File: src/rtl/parking_fee_calc.sv
// parking_fee_calc: sequential shift-add parking fee with free units and a saturating cap
module parking_fee_calc #(
  parameter logic [7:0]  FREE_UNITS = 8'd2,
  parameter logic [15:0] FEE_CAP    = 16'd5000
) (
  input  logic        clk,
  input  logic        reset,
  input  logic        start,
  input  logic [7:0]  time_total,
  input  logic [7:0]  rate,
  output logic        busy,
  output logic        done,
  output logic [15:0] fee
);
  typedef enum logic [1:0] {IDLE, MUL, DONE} state_t;
  state_t      state_q, state_d;
  logic [7:0]  rate_q, rate_d, bill_q, bill_d;
  logic [15:0] acc_q, acc_d, fee_q, fee_d, acc_next;
  logic [2:0]  step_q, step_d;
  logic        done_q, done_d;
  // state and datapath registers; reset aborts any calculation in flight
  always_ff @(posedge clk) begin
    if (reset) begin
      state_q <= IDLE;
      rate_q  <= 8'd0;
      bill_q  <= 8'd0;
      acc_q   <= 16'd0;
      step_q  <= 3'd0;
      fee_q   <= 16'd0;
      done_q  <= 1'b0;
    end else begin
      state_q <= state_d;
      rate_q  <= rate_d;
      bill_q  <= bill_d;
      acc_q   <= acc_d;
      step_q  <= step_d;
      fee_q   <= fee_d;
      done_q  <= done_d;
    end
  end
  // next state: capture in IDLE, one multiplier bit per MUL cycle, saturate on the last step
  always_comb begin
    state_d  = state_q;
    rate_d   = rate_q;
    bill_d   = bill_q;
    acc_d    = acc_q;
    step_d   = step_q;
    fee_d    = fee_q;
    done_d   = done_q;
    acc_next = acc_q + (bill_q[step_q] ? ({8'd0, rate_q} << step_q) : 16'd0);
    case (state_q)
      IDLE: if (start) begin
        rate_d  = rate;
        bill_d  = (time_total > FREE_UNITS) ? time_total - FREE_UNITS : 8'd0;
        acc_d   = 16'd0;
        step_d  = 3'd0;
        state_d = MUL;
      end
      MUL: begin
        acc_d  = acc_next;
        step_d = step_q + 3'd1;
        if (step_q == 3'd7) begin
          fee_d   = (acc_next > FEE_CAP) ? FEE_CAP : acc_next;
          done_d  = 1'b1;
          state_d = DONE;
        end
      end
      DONE: begin
        done_d  = 1'b0;
        state_d = IDLE;
      end
      default: state_d = IDLE;
    endcase
  end
  assign busy = (state_q != IDLE);
  assign done = done_q;
  assign fee  = fee_q;
endmodule
File: config.mk
export PLATFORM = sky130hd
export DESIGN_NAME = parking_fee_calc
export DESIGN_NICKNAME = d
export VERILOG_FILES = /design/src/rtl/parking_fee_calc.sv
export SDC_FILE = /design/constraint.sdc
export NUM_CORES = 1
export LEC_CHECK = 0
export ABC_AREA = 0
export ABC_CLOCK_PERIOD_IN_PS = 10300
export CAP_MARGIN = 20
export CORE_MARGIN = 2
export CORE_UTILIZATION = 50
export DETAILED_ROUTE_END_ITERATION = 12
export GPL_TIMING_DRIVEN = 0
export HOLD_SLACK_MARGIN = 0.12
export PLACE_DENSITY = 0.81
export SLEW_MARGIN = 10
export SYNTH_ARGS = -nofsm -noshare
export SYNTH_HDL_FRONTEND = slang
export SYNTH_SLANG_ARGS = --single-unit
File: constraint.sdc
create_clock -name clk -period 10.3 [get_ports clk]
set_clock_uncertainty 0.15 [all_clocks]
set_input_delay 2.06 -clock clk [delete_from_list [all_inputs] [get_ports clk]]
set_output_delay 2.06 -clock clk [all_outputs]
set_load 0.02 [all_outputs]
==> results.md <==
- The max-slew violation count came to 0.
- The number of CTS-inserted buffers is 5.
- In the synthesized netlist the dominant register cell turns out to be sky130_fd_sc_hd__dfxtp_1.
- The post-cts repair resize count is 0.
- The run finished with clean final reports.
- The layout net count is 493.
- The clock reaches the later pin of the worst-skew pair after 0.31 ns.
- For this design, the CTS-stage hold fixing added 0 buffers.
- Synthesis inferred 54 register bits.
- The first detailed-routing pass took 4 iterations.
- Once detailed placement completed, the half-perimeter wirelength came to 6050 microns.
- After the flow finishes, the layout carries non-filler instances totaling 532.
- The termination of the worst setup path is fee[8].
- The worst setup path is of the register to register kind.
- For this design the ratio of total power to cell area is 110 nW/um^2.
- The sort of element at the start of the critical path is a register.
- The clock drives 54 sinks.
- The first global-routing pass estimated 12900 microns of wire.
- The area enclosed by the die boundary is 7080 sq um.
- TritonCTS built the clock tree.
- Once placement completed, the tool counted placed cells totaling 525.
- Clock tree synthesis selected as its root buffer the cell sky130_fd_sc_hd__clkbuf_8.
- The number of antenna violations at the first check in global routing is 0.
- Entering global routing, the biggest net connects 16 pins.
- The post-synthesis instance area is 3210 sq um.
- In this run, distinct cell masters in the synthesized netlist total 50.
- The routed length per instance is 14.5 microns.
- The core region is 6280 sq um.
- After detailed routing, the number of vias per cell comes to 5.78.
- In the finished design, the share of the clock period the worst path needs comes to 48.2%.
- Global routing consumed, over all layers together, 22.0% of the routing resources.
- The aggregate negative setup slack is 0 ns.
- The tool flagged a number of max-cap violations equal to 0.
- The die extent in x is 84.1 microns.
- The worst endpoint data arrival time is 5.01 ns.
- The dominant delay contributor by cell family on the critical path is compound AO/OA/AOI/OAI gates.
- The number of cells on the critical path is 14.
- The area added between synthesis and finish is 17.7%.
- The boundary pin count is 37.
- After clock tree synthesis, the clock-pin slew on the worst setup and hold paths is 0.09 ns.
- Summed over all layers, the global routing overflow is 0.
- The mean cell area of the mapped netlist is 7.79 sq um.
- The critical path capture point type is a register.
- The tightest hold margin is 0.311 ns.
- The global placer's final weighted congestion is 0.941.
- The number of nets handed over by synthesis was 450.
- The die is 84.1 microns tall.
- In this run the worst hold path is classified as register to register.
- The logic depth of the worst register-to-register path is 14.
- Of the synthesized area, sequential elements account for 33.7%.
- The via count of the first global-routing pass is 2855.
- Measured against its own limit, the worst slew margin works out to 55.7%.
- The largest individual stage delay along the critical path comes from the cell sky130_fd_sc_hd__xor2_1.
- The number of rows created at floorplan is 29.
- The startpoint identified for the worst hold timing path is fee[10].
- The data required time at the worst endpoint is 10.35 ns.
- After layout, the minimum clock period comes to 4.96 ns.
- The count of antenna-violating nets left after detailed routing is 0.
- In the synthesized netlist the async set-or-reset flop fraction comes to 0%.
- The H-tree was split into 2 levels.
- The number of DRC markers in iteration 0 is 221.
- For this run, design rule violations remaining after detail routing come to 0.
- For this block, the routed nets add up to 7700 microns of wire.
- The count of buffers added on input and output ports is 36.
- The number of vias after detailed routing is 3077.
- The synthesized design contains 0 enable-type register cells.
- The share of final-layout standard cells stronger than drive strength 1 is 5.49%.
- The critical path starts at step_q[0].
- IR analysis of the VDD net gives a maximum drop of 83.8 uV.
- Post-CTS timing repair inserted 0 buffers for setup.
- The longest clock path from root to sink contains 2 buffers.
- The slew at the pin closest to its max-slew limit is 0.662 ns.
- The count of endpoints failing hold in the final timing report is 0.
- The reg-to-reg setup timing slack is 5.34 ns.
- The biggest cell delay along the critical path is 0.57 ns.
- Summed over all cells, the static leakage comes to 1.47 nW.
- Together, buffers and inverters on the worst path number 2.
- The maximum fanout encountered on the critical timing path is 9.
- The starting density of the core is 51.1%.
- The number of instances in the synthesized netlist is 412.
- Derived from the worst setup path, the maximum achievable clock frequency is 202 MHz.
- Yosys printed 0 warnings.
- The signal on the critical path passes through clkbuf_1, mux4_2, nand2_1, and2_1, clkbuf_1, a211oi_1, ha_1, a21oi_1, a21bo_2, a31o_2, a21oi_1, xor2_1, nand3_1, o31a_2.
- The destination of the worst register-to-register timing path is fee[8].
- Setup repair after global routing left no endpoint under its margin.
- The launch instance of the worst register-to-register path is step_q[0].
- The number of inserted diodes is 0.
- The final setup violation count is 0.
==> layout make-up <==
cell class	count	area (sq um)
Clock inverter	1	30.0
Fill cell	566	2500
Multi-Input combinational cell	327	2000
Buffer	22	90.1
Sequential cell	54	1080
Tap cell	77	96.3
Timing Repair Buffer	36	360
Clock buffer	6	82.6
Inverter	9	33.8
==> cell families after synthesis <==
logic type	synth area share [%]
DFF	33.7
muxes	3.70
xor gates and xnor gates	4.64
buffers and inverters	3.86
AOI/OAI and AO/OA	22.3
adders and majority gates	7.64
and+or+nand+nor	24.2
==> cell usage after synthesis (5+ instances only) <==
library cell	count	area (sq um)
sky130_fd_sc_hd__nor3_1	7	35.0
sky130_fd_sc_hd__a22oi_1	9	67.6
sky130_fd_sc_hd__nand4_1	7	43.8
sky130_fd_sc_hd__dfxtp_1	54	1080
sky130_fd_sc_hd__o21ai_0	16	80.1
sky130_fd_sc_hd__xnor2_1	8	70.1
sky130_fd_sc_hd__nand3_1	19	95.1
sky130_fd_sc_hd__a21oi_1	48	240
sky130_fd_sc_hd__ha_1	18	225
sky130_fd_sc_hd__clkbuf_1	20	75.1
sky130_fd_sc_hd__and3_1	5	31.3
sky130_fd_sc_hd__inv_1	9	33.8
sky130_fd_sc_hd__nor2_1	57	214
sky130_fd_sc_hd__and2_1	7	43.8
sky130_fd_sc_hd__xor2_1	9	78.8
sky130_fd_sc_hd__nand2_1	59	221
==> state kept, by name (all words and copies together), names as in the netlist <==
| signal | flops |
|---|---|
| acc_q | 16 |
| step_q | 3 |
| state_q | 2 |
| fee | 16 |
| rate_q | 8 |
| bill_q | 8 |
| done | 1 |
==> where the power goes <==
group          switching, mW  internal (mW)
logic                 0.0327         0.0221
registers            0.00349          0.214
clock network         0.0676         0.0778
==> cells in the final DEF, fill, tap and decap left out, drive strengths merged, types with 2 or more instances in the layout <==
cell type	synthesis	routed
nand2	59	59
nand4	7	7
buf	2	2
nor2b	3	3
mux4	2	2
xor2	9	9
a2111oi	2	2
a21o	4	4
nor3b	2	2
mux2i	4	4
and2	7	7
xnor2	8	8
a22oi	9	9
nor2	57	57
inv	9	9
dfxtp	54	54
nand3b	4	4
nor3	7	7
ha	18	18
nand2b	2	2
o31a	5	5
a211oi	4	4
clkbuf	20	26
and3	5	5
mux2	3	3
nand3	19	19
o211ai	2	2
clkdlybuf4s50	0	36
o41ai	2	2
o21a	3	3
o21ai	17	17
a21oi	48	48
==> routing by layer <==
metal	wire [microns]	part of all wire, %	track usage (%)
met1	3590	47	29.7
met2	3620	47	36.4
met3	365	4.7	3.76
met4	119	1.5	5.87
met5	0	0	0
==> stage by stage <==
step	power [mW]	area, sq um	util [%]	setup WS, ns
2_1_floorplan	0.257	3210	-	6.17
3_3_place_gp	0.275	3670	58.4	5.48
3_5_place_dp	0.276	3670	58.4	5.45
4_1_cts	0.420	3780	60.2	5.44
5_1_grt	0.433	3780	60.2	5.05
6_report	0.417	3780	60.2	5.34
==> tightest hold or removal path, cell delays in order, from the launching register on <==
cell and delay, ns:
sky130_fd_sc_hd__dfxtp_1 0.33, sky130_fd_sc_hd__nand2_1 0.04, sky130_fd_sc_hd__o21ai_0 0.06
==> how the worst min path moves through the flow <==
stage                     depth (start not counted)  slack [ns]         to
final                                             2        0.31    fee[10]
after global routing                              2        0.34     fee[5]
after CTS                                         2        0.32     fee[4]
after detailed placement                          2        0.29     fee[4]
after global placement                            2        0.29     fee[4]
after floorplan                                   2        0.29  rate_q[5]
No activity file was read; power rests on OpenSTA's default activity.
